### src/rtl/apu_pkg.sv
// apu_pkg: shared frame-sequencer step constants, sequence mode and FSM state enums
package apu_pkg;
  localparam int STEP1 = 7457;
  localparam int STEP2 = 14913;
  localparam int STEP3 = 22371;
  localparam int STEP4 = 29829;
  localparam int STEP5 = 37281;
  typedef enum logic {FRAME_4STEP, FRAME_5STEP} frame_mode_e;
  typedef enum logic {FS_RUN, FS_PEND} frame_state_e;
endpackage

### src/rtl/apu_frame_sequencer.sv
// apu_frame_sequencer: NES APU $4017 frame counter issuing quarter/half-frame strobes and the frame IRQ.
// Define APU_FRAME_IRQ_EN to build the IRQ flag, inhibit bit and $4015 acknowledge; otherwise oIrq is 0.
module apu_frame_sequencer #(
  parameter int CNT_W    = 16,
  parameter int STEP1    = apu_pkg::STEP1,
  parameter int STEP2    = apu_pkg::STEP2,
  parameter int STEP3    = apu_pkg::STEP3,
  parameter int STEP4    = apu_pkg::STEP4,
  parameter int STEP5    = apu_pkg::STEP5,
  parameter int WR_DELAY = 3
) (
  input  logic       iClk,
  input  logic       iReset_n,
  input  logic       iCpu_ce,
  input  logic       iW,
  input  logic [7:0] iRegister,
  input  logic       iIrq_ack,
  output logic       oQuarter_clk,
  output logic       oHalf_clk,
  output logic       oIrq,
  output logic [2:0] oStep
);
  import apu_pkg::*;
  frame_state_e state_q, state_d;
  frame_mode_e mode_q, mode_d;
  logic [CNT_W-1:0] cnt_q, cnt_d, cnt_nx;
  logic [1:0] dly_q, dly_d;
  logic quarter_q, quarter_d, half_q, half_d;
  logic [2:0] step_q, step_d;
  logic irq_set, expire, five;
  logic unused_w;
  assign cnt_nx = cnt_q + 1'b1;
  assign five = mode_q == FRAME_5STEP;
  // A new write restarts the delay, so it pre-empts an expiry on the same cycle
  assign expire = iCpu_ce && !iW && state_q == FS_PEND && dly_q == 2'(WR_DELAY - 1);
  always_comb begin
    state_d = state_q;
    mode_d = mode_q;
    cnt_d = cnt_q;
    dly_d = dly_q;
    quarter_d = 1'b0;
    half_d = 1'b0;
    step_d = step_q;
    irq_set = 1'b0;
    if (expire) begin
      cnt_d = '0;
      step_d = 3'd0;
      state_d = FS_RUN;
      quarter_d = five;
      half_d = five;
    end else if (iCpu_ce) begin
      cnt_d = cnt_nx;
      dly_d = state_q == FS_PEND ? dly_q + 2'd1 : dly_q;
      if (cnt_nx == CNT_W'(STEP1)) begin
        quarter_d = 1'b1;
        step_d = 3'd1;
      end else if (cnt_nx == CNT_W'(STEP2)) begin
        quarter_d = 1'b1;
        half_d = 1'b1;
        step_d = 3'd2;
      end else if (cnt_nx == CNT_W'(STEP3)) begin
        quarter_d = 1'b1;
        step_d = 3'd3;
      end else if (cnt_nx == CNT_W'(STEP4) && !five) begin
        quarter_d = 1'b1;
        half_d = 1'b1;
        step_d = 3'd4;
        cnt_d = '0;
        irq_set = 1'b1;
      end else if (cnt_nx == CNT_W'(STEP5) && five) begin
        quarter_d = 1'b1;
        half_d = 1'b1;
        step_d = 3'd5;
        cnt_d = '0;
      end
    end
    if (iW) begin
      state_d = FS_PEND;
      dly_d = 2'd0;
      mode_d = iRegister[7] ? FRAME_5STEP : FRAME_4STEP;
    end
  end
  always_ff @(posedge iClk or negedge iReset_n)
    if (!iReset_n) begin
      state_q <= FS_RUN;
      mode_q <= FRAME_4STEP;
      cnt_q <= '0;
      dly_q <= 2'd0;
      quarter_q <= 1'b0;
      half_q <= 1'b0;
      step_q <= 3'd0;
    end else begin
      state_q <= state_d;
      mode_q <= mode_d;
      cnt_q <= cnt_d;
      dly_q <= dly_d;
      quarter_q <= quarter_d;
      half_q <= half_d;
      step_q <= step_d;
    end
  assign oQuarter_clk = quarter_q;
  assign oHalf_clk = half_q;
  assign oStep = step_q;
`ifdef APU_FRAME_IRQ_EN
  logic inh_q, irq_q;
  // Inhibit write clears the flag outright; otherwise a step-4 set beats an acknowledge
  always_ff @(posedge iClk or negedge iReset_n)
    if (!iReset_n) begin
      inh_q <= 1'b0;
      irq_q <= 1'b0;
    end else begin
      inh_q <= iW ? iRegister[6] : inh_q;
      irq_q <= !(iW && iRegister[6]) && ((irq_set && !inh_q) || (irq_q && !iIrq_ack));
    end
  assign oIrq = irq_q;
  assign unused_w = ^iRegister[5:0];
`else
  assign oIrq = 1'b0;
  assign unused_w = ^{iRegister[6:0], iIrq_ack, irq_set};
`endif
endmodule

### config.mk
export PLATFORM = sky130hd
export DESIGN_NAME = apu_frame_sequencer
export DESIGN_NICKNAME = d
export VERILOG_FILES = /design/src/rtl/apu_pkg.sv /design/src/rtl/apu_frame_sequencer.sv
export SDC_FILE = /design/constraint.sdc
export NUM_CORES = 1
export LEC_CHECK = 0
export CORE_MARGIN = 5
export CORE_UTILIZATION = 30
export CTS_CLUSTER_DIAMETER = 30
export DETAILED_ROUTE_END_ITERATION = 8
export GPL_TIMING_DRIVEN = 0
export RECOVER_POWER = 100
export SYNTH_ARGS = -nofsm -noshare
export SYNTH_HDL_FRONTEND = slang
export SYNTH_SLANG_ARGS = --single-unit
### constraint.sdc
create_clock -name iClk -period 5.3 [get_ports iClk]
set_input_delay 1.06 -clock iClk [delete_from_list [all_inputs] [get_ports iClk]]
set_output_delay 1.06 -clock iClk [all_outputs]
set_load 0.005 [all_outputs]
==> summary.md, run 1 <==
| Metric | Value |
|---|---|
| Vias per inst | `5.72` |
| Final WS setup | `1.46 ns` |
| Max Clock Skew | `0.00688 ns` |
| Hpwl dp | `3800 um` |
| Mean Syn Cell Area | `~9.4 sq um` |
| Commonest non-fill, non-tap cell in the layout | `dfrtp_1` |
| Placed cells | `just over 300` |
| H-Tree Level Count | `1` |
| Finished Layout Cells | `311` |
| Startpoint types | `flip-flop` |
| Sink Count | `25` |
| 1st-iter DRT viols | `105` |
| F_max | `260 MHz` |
| Layout cells sized above 1 | `15.2%` |
| Syn Inst Count | `218` |
| Remaining Overflow, GRT | `0` |
| GRT Total Usage | `12.2%` |
| RSZ-0062 raised after global routing | `no` |
| Slew HR | `21.6%` |
| Final wirelength | `approximately 5200 um` |
| Internal | `0.387 mW` |
| WP data arrival | `4.02 ns` |
| Final Hold Vio Count | `0` |
| Hold Crit Class | `flip-flop to flip-flop` |
| Ports | `19` |
| Switch Pwr | `approximately 0.24 mW` |
| Final RePlAce weighted congestion | `0.941` |
| Tightest Pin Transition | `1.17 ns` |
| Post-Syn Area | `2040 sq um` |
| Footprint of the multi-input gates | `~1200 sq um` |
| Synth Flop Type | `dfrtp_1` |
| Gate power share | `41.9%` |
| Share of power burned in registers | `38.3%` |
| Drc violations | `0` |
| Slowest cell on crit path | `o41ai_1` |
| Clk network pwr share | `19.7%` |
| Critical Path Max Stage Delay | `0.61 ns` |
| Die area | `8550 sq um` |
| Number of buffers added on ports | `9` |
| WP buf/inv | `2` |
| Period minus WS final | `roughly 3.8 ns` |
| Largest net degree at the start of global routing | `26` |
| Resized cells post-CTS | `0` |
| Clock tree buffer depth | `2` |
| CTS Buf Count | `3` |
| Period utilization | `roughly 72%` |
| Initial antenna violation count | `0` |
| Routed via count | `around 1800` |
| Clock root cell | `clkbuf_8` |
| Crit-path leading delay family | `compound AO/OA/AOI/OAI gates` |
| Power Dens Cells | `280 nW/um^2` |
| Number of fill cells | `slightly below 700` |
| Number of nets with antenna violations after routing | `0` |
| Post-synth ARST share | `100%` |
| Initial core utilization | `30.4%` |
| Crit-path cells | `ha_1 > clkbuf_1 > and4_1 > nand2_1 > o41ai_1 > o211ai_1 > nor4_1 > o21a_1 > clkbuf_1 > nor3_1 > o31a_1` |
| Post-DP Area | `roughly 2200 sq um` |
| Worst vdd ir | `between 0.00015 and 0.0002 V` |
| Number of global-route vias before repair | `1679` |
| Core area | `roughly 6700 sq um` |
| Setup crit end kind | `flip-flop` |
| Switching share of power | `38.8%` |
| Clock Latency Late Sink | `approximately 0.29 ns` |
| # nets final | `249` |
| Fin area | `2260 sq um` |
| Required time of the critical path | `5.48 ns` |
| Setup Fix Bufs, Post-CTS | `0` |
| Std-Cell Rows | `30` |
| CTS tree | `built` |
| Final setup violation count | `0` |
| Register area | `~630 sq um` |
| Die Ht | `92.5 um` |
| Number of synthesized flops with an enable pin | `0` |
| Cts hold-fix bufs | `0` |
| Post-synthesis cell type count | `61` |
| Largest fanout on the critical path | `10` |
| Worst slack at placement | `2.14 ns` |
| Status | `finished clean` |
| #FFs+latches synth | `25` |
| Routed WL per cell | `approximately 17 um` |
| Syn. warnings | `0` |
| Leakage | `0.864 nW` |
| Seq/Total Area, Yosys | `30.7%` |
| 1st-pass router iterations | `6` |
| Most frequent CP cell | `clkbuf_1` |
| Highest-count cells in the layout ignoring fill and taps | `dfrtp_1 (25), nand2_1 (22), xnor2_1 (12)` |
| Max_cap viols | `0` |
| Reg clk slew, reported paths | `0.10 ns` |
| Ant. Diodes | `0` |
| Global-route wire length before repair | `8550 um` |
| Syn_nets | `235` |
| Area delta synth->final | `10.7%` |
| Die W | `92.5 um` |
| Crit path kind | `flip-flop to flip-flop` |
| Max Slew Vio Count | `0` |
| Setup TNS | `0 ns` |
## cell families after synthesis
kind of cell / count (synthesis) / synth area share (%)
other: 1 / 0.184
AOI/OAI and AO/OA: 59 / 22.5
adders and majority gates: 4 / 2.45
muxes: 2 / 1.04
and+or+nand+nor: 84 / 26.8
xor gates and xnor gates: 16 / 7.79
buffers and inverters: 27 / 8.58
DFF: 25 / 30.7
## Yosys cell counts (all sizes together), types with 2 or more instances
library cell | instances | share of area, %
xnor2 | 13 | 6.5
nor3b | 3 | 1.1
buf | 15 | 6.4
a211o | 2 | 0.86
and3 | 2 | 0.67
ha | 4 | 2.5
and4 | 2 | 0.98
nand4b | 2 | 0.86
o32ai | 2 | 1.2
o22a | 2 | 0.86
nor4 | 8 | 3.4
clkbuf | 3 | 0.55
or2 | 2 | 0.61
a21oi | 7 | 1.7
nand4 | 9 | 5.7
a211oi | 3 | 1.1
or3 | 3 | 0.92
o22ai | 2 | 0.61
nor3 | 10 | 2.9
xor2 | 3 | 1.3
o2bb2ai | 2 | 0.86
o211ai | 2 | 0.98
o21a | 3 | 1.2
o31ai | 2 | 0.74
inv | 9 | 1.7
nand2 | 22 | 4.0
dfrtp | 25 | 31
o21ai | 10 | 2.5
and2 | 2 | 0.61
a22o | 7 | 3.0
o31a | 2 | 0.86
a311o | 2 | 0.98
nor2 | 10 | 1.8
o21bai | 2 | 0.74
o41ai | 3 | 1.7
nand3 | 8 | 2.6
## per-stage QoR
step | util [%] | hold slack, ns | power [mW]
global placement | 33.2 | 0.487 | 0.510
global route | 33.6 | 0.544 | 0.675
CTS | 33.9 | 0.523 | 0.640
detailed placement | 33.2 | 0.494 | 0.514
floorplan | - | 0.472 | 0.455
finish | 33.6 | 0.523 | 0.632
## power groups by stage
stage | Combinational, mW | Sequential (mW) | Clock (mW)
2_1_floorplan | 0.213 | 0.242 | 0
6_report | 0.265 | 0.242 | 0.124
5_1_grt | 0.291 | 0.245 | 0.138
4_1_cts | 0.270 | 0.242 | 0.128
3_5_place_dp | 0.267 | 0.246 | 0
3_3_place_gp | 0.265 | 0.245 | 0
## sequential cells by signal (all words and copies together), names as in the netlist
| name | flops |
|---|---|
| oQuarter_clk | 1 |
| five | 1 |
| oHalf_clk | 1 |
| oStep | 3 |
| state_q | 1 |
| cnt_q | 16 |
| dly_q | 2 |
## final timing paths
kind / depth (start not counted) / slack (ns) / endpoint / from
max reg2reg: 11 / 1.46 / cnt_q[7] / cnt_q[1]
max: 11 / 1.46 / cnt_q[7] / cnt_q[1]
max in group asynchronous: 1 / 3.15 / cnt_q[12] / iReset_n
min in group asynchronous: 1 / 1.46 / cnt_q[10] / iReset_n
min reg2reg: 1 / 0.52 / cnt_q[15] / cnt_q[15]
min: 1 / 0.52 / cnt_q[15] / cnt_q[15]
## metal layers
layer	vias up	share of wire [%]	track usage, %
met1	870	47	16.9
met3	15	5.1	2.27
met5	-	0	0
li1	843	-	-
met4	0	1.7	2.48
met2	52	46	19.8
## area by class of cell
| type | count | share of cell area [%] |
|---|---|---|
| well taps | 80 | 4.43 |
| clock buffers | 3 | 1.83 |
| repair buffers | 9 | 3.99 |
| clock inverters | 1 | 0.332 |
| flip-flops and latches | 25 | 27.7 |
| inverters | 9 | 1.50 |
| plain buffers | 18 | 5.76 |
| multi-input cells | 166 | 54.5 |
Power figures use the tool's default switching activity.
==> run 2, diff against run 1 <==
==> constraint.sdc (replaced) <==
create_clock -name iClk -period 3.52 [get_ports iClk]
set_input_delay 0.704 -clock iClk [delete_from_list [all_inputs] [get_ports iClk]]
set_output_delay 0.704 -clock iClk [all_outputs]
set_load 0.005 [all_outputs]
==> run 2 against run 1 <==
Against the previous run:
- worst setup slack got worse by 1.2 ns
- sequential cell count unchanged
- cell count unchanged
- via count decreased by 1.9%
- critical path depth unchanged
- first-iteration DRC count increased by 17%
- global-route usage unchanged
- count of clock-buffer cells in the layout unchanged
- combinational power increased by 52%
- core utilization increased by 0.20 points
- worst hold slack got worse by 0.0017 ns
- sequential share of layout area decreased by 0.17 points
- largest cell class unchanged
- largest power group unchanged
- highest routed layer unchanged
==> summary.md, run 2 (same netlist as run 1, synthesis figures left out) <==
| Metric | Value |
|---|---|
| Max_cap viols | `0` |
| Commonest non-fill, non-tap cell in the layout | `dfrtp_1` |
| Period minus WS final | `3.23 ns` |
| Max reg flops | `16` |
| Footprint of the multi-input gates | `about 1200 sq um` |
| Crit-path cells | `ha_1 > buf_4 > and4_4 > nand2_1 > o41ai_1 > o211ai_1 > nor4_1 > o21a_1 > buf_6 > nor3_1 > o31a_1` |
| Share of power burned in registers | `38.2%` |
| Leakage | `0.874 nW` |
| Routed WL per cell | `16.7 um` |
| Global-route wire length before repair | `~8500 um` |
| Hold Crit Class | `flip-flop to flip-flop` |
| Worst vdd ir | `0.000232 V` |
| Ports | `19` |
| Switching share of power | `38.8%` |
| Final Hold Vio Count | `0` |
| 1st-pass router iterations | `5` |
| Switch Pwr | `0.372 mW` |
| Clock root cell | `clkbuf_8` |
| Status | `finished clean` |
| Ant. Diodes | `0` |
| Setup Fix Bufs, Post-CTS | `0` |
| Slew HR | `21.4%` |
| Final wirelength | `5180 um` |
| Core area | `6720 sq um` |
| Final RePlAce weighted congestion | `0.941` |
| Number of nets with antenna violations after routing | `0` |
| Number of global-route vias before repair | `1679` |
| Crit-path leading delay family | `compound AO/OA/AOI/OAI gates` |
| Die W | `92.5 um` |
| Layout cells sized above 1 | `16.5%` |
| Die Ht | `92.5 um` |
| Max Slew Vio Count | `0` |
| RSZ-0062 raised after global routing | `no` |
| Slowest cell on crit path | `o41ai_1` |
| Resized cells post-CTS | `0` |
| Crit path kind | `flip-flop to flip-flop` |
| Final hold slack | `0.521 ns` |
| Largest reg by FF count | `cnt_q` |
| Initial antenna violation count | `0` |
| Drc violations | `0` |
| GRT Total Usage | `12.2%` |
| Internal | `0.585 mW` |
| H-Tree Level Count | `1` |
| Number of buffers added on ports | `9` |
| Remaining Overflow, GRT | `0` |
| Routed via count | `between 1500 and 2000` |
| Area delta synth->final | `11.3%` |
| # nets final | `249` |
| CTS Buf Count | `3` |
| Tightest Pin Transition | `between 1 and 1.5 ns` |
| F_max | `310 MHz` |
| Period utilization | `approximately nine tenths` |
| WP buf/inv | `2` |
| Sink Count | `25` |
| Critical Path Max Stage Delay | `0.60 ns` |
| Initial core utilization | `30.4%` |
| Largest fanout on the critical path | `10` |
| Register area | `626 sq um` |
| Final setup violation count | `0` |
| Startpoint types | `flip-flop` |
| Required time of the critical path | `roughly 3.7 ns` |
| Clock tree buffer depth | `2` |
| Cts hold-fix bufs | `0` |
| Setup crit end kind | `flip-flop` |
| Std-Cell Rows | `30` |
| Number of fill cells | `slightly below 700` |
| Reg clk slew, reported paths | `0.10 ns` |
| Gate power share | `42.2%` |
| Vias per inst | `5.61` |
| CTS tree | `built` |
| Largest net degree at the start of global routing | `26` |
| 1st-iter DRT viols | `123` |
| Max Clock Skew | `0.00735 ns` |
| Setup TNS | `0 ns` |
| Hpwl dp | `3800 um` |
| Die area | `approximately 8600 sq um` |
| Clk network pwr share | `19.6%` |
| Highest-count cells in the layout ignoring fill and taps | `dfrtp_1 (25), nand2_1 (22), xnor2_1 (12)` |
| Clock Latency Late Sink | `approximately 0.29 ns` |
| WP data arrival | `3.41 ns` |
| Power Dens Cells | `about 420 nW/um^2` |
==> run 2: cell types whose count changed in the layout (fill, tap and decap cells not counted), sizes merged <==
cell | previous run | this run
clkbuf | 8 | 6
buf | 13 | 15
==> run 2: final timing paths <==
| kind | end | slack [ns] | from | cells past startpoint |
|---|---|---|---|---|
| worst min register to register | cnt_q[15] | 0.52 | cnt_q[15] | 1 |
| worst max-delay path | cnt_q[7] | 0.29 | cnt_q[1] | 11 |
| max in group asynchronous | cnt_q[14] | 1.72 | iReset_n | 1 |
| worst min-delay path | cnt_q[15] | 0.52 | cnt_q[15] | 1 |
| worst max register to register | cnt_q[7] | 0.29 | cnt_q[1] | 11 |
| min in group asynchronous | cnt_q[10] | 1.10 | iReset_n | 1 |
==> run 2: layer usage <==
layer | GRT usage, % | share of wire, % | wire (um) | vias to the layer above
met5 | 0 | 0 | 0 | -
met4 | 2.48 | 1.4 | 70 | 0
met3 | 2.27 | 5.6 | 292 | 10
met1 | 16.9 | 47 | 2450 | 845
li1 | - | - | - | 842
met2 | 19.8 | 46 | 2370 | 49
==> run 2: stage by stage <==
step | cells | cell area (sq um) | power [mW] | setup WS, ns | util, %
final | 311 | 2270 | 0.957 | 0.290 | 33.8
after floorplan | 218 | 2040 | 0.685 | 0.966 | -
after global placement | 307 | 2230 | 0.768 | 0.565 | 33.2
after detailed placement | 307 | 2230 | 0.773 | 0.568 | 33.2
after global routing | 311 | 2270 | 1.02 | 0.192 | 33.8
after CTS | 311 | 2280 | 0.964 | 0.472 | 33.9
==> run 2: layout make-up <==
cell class	count	area share, %
Buffer	18	6.22
Timing Repair Buffer	9	3.96
Clock buffer	3	1.82
Multi-Input combinational cell	166	54.2
Tap cell	80	4.41
Sequential cell	25	27.5
Clock inverter	1	0.330
Inverter	9	1.49
==> run 2: power groups by stage <==
stage	sequential (mW)	combinational (mW)	clock [mW]
after floorplan	0.364	0.321	0
after global placement	0.369	0.399	0
after detailed placement	0.371	0.402	0
final	0.365	0.404	0.187
after global routing	0.370	0.442	0.208
after CTS	0.365	0.406	0.192
==> run 2: worst reg2reg max path: stages (launching register included) <==
cell and delay (ns):
dfrtp_1 0.52, ha_1 0.20, buf_4 0.16, and4_4 0.27
nand2_1 0.09, o41ai_1 0.60, o211ai_1 0.20, nor4_1 0.31
o21a_1 0.29, buf_6 0.18, nor3_1 0.06, o31a_1 0.25
==> run 3, diff against run 2 <==
--- a/config.mk
+++ b/config.mk
@@ -10,6 +10,7 @@
 export CTS_CLUSTER_DIAMETER = 30
 export DETAILED_ROUTE_END_ITERATION = 8
 export GPL_TIMING_DRIVEN = 0
+export HOLD_SLACK_MARGIN = 0.08
 export RECOVER_POWER = 100
 export SYNTH_ARGS = -nofsm -noshare
 export SYNTH_HDL_FRONTEND = slang
==> results of run 3 <==
Same layout as run 2: the final DEF is identical, and so are final timing and power.
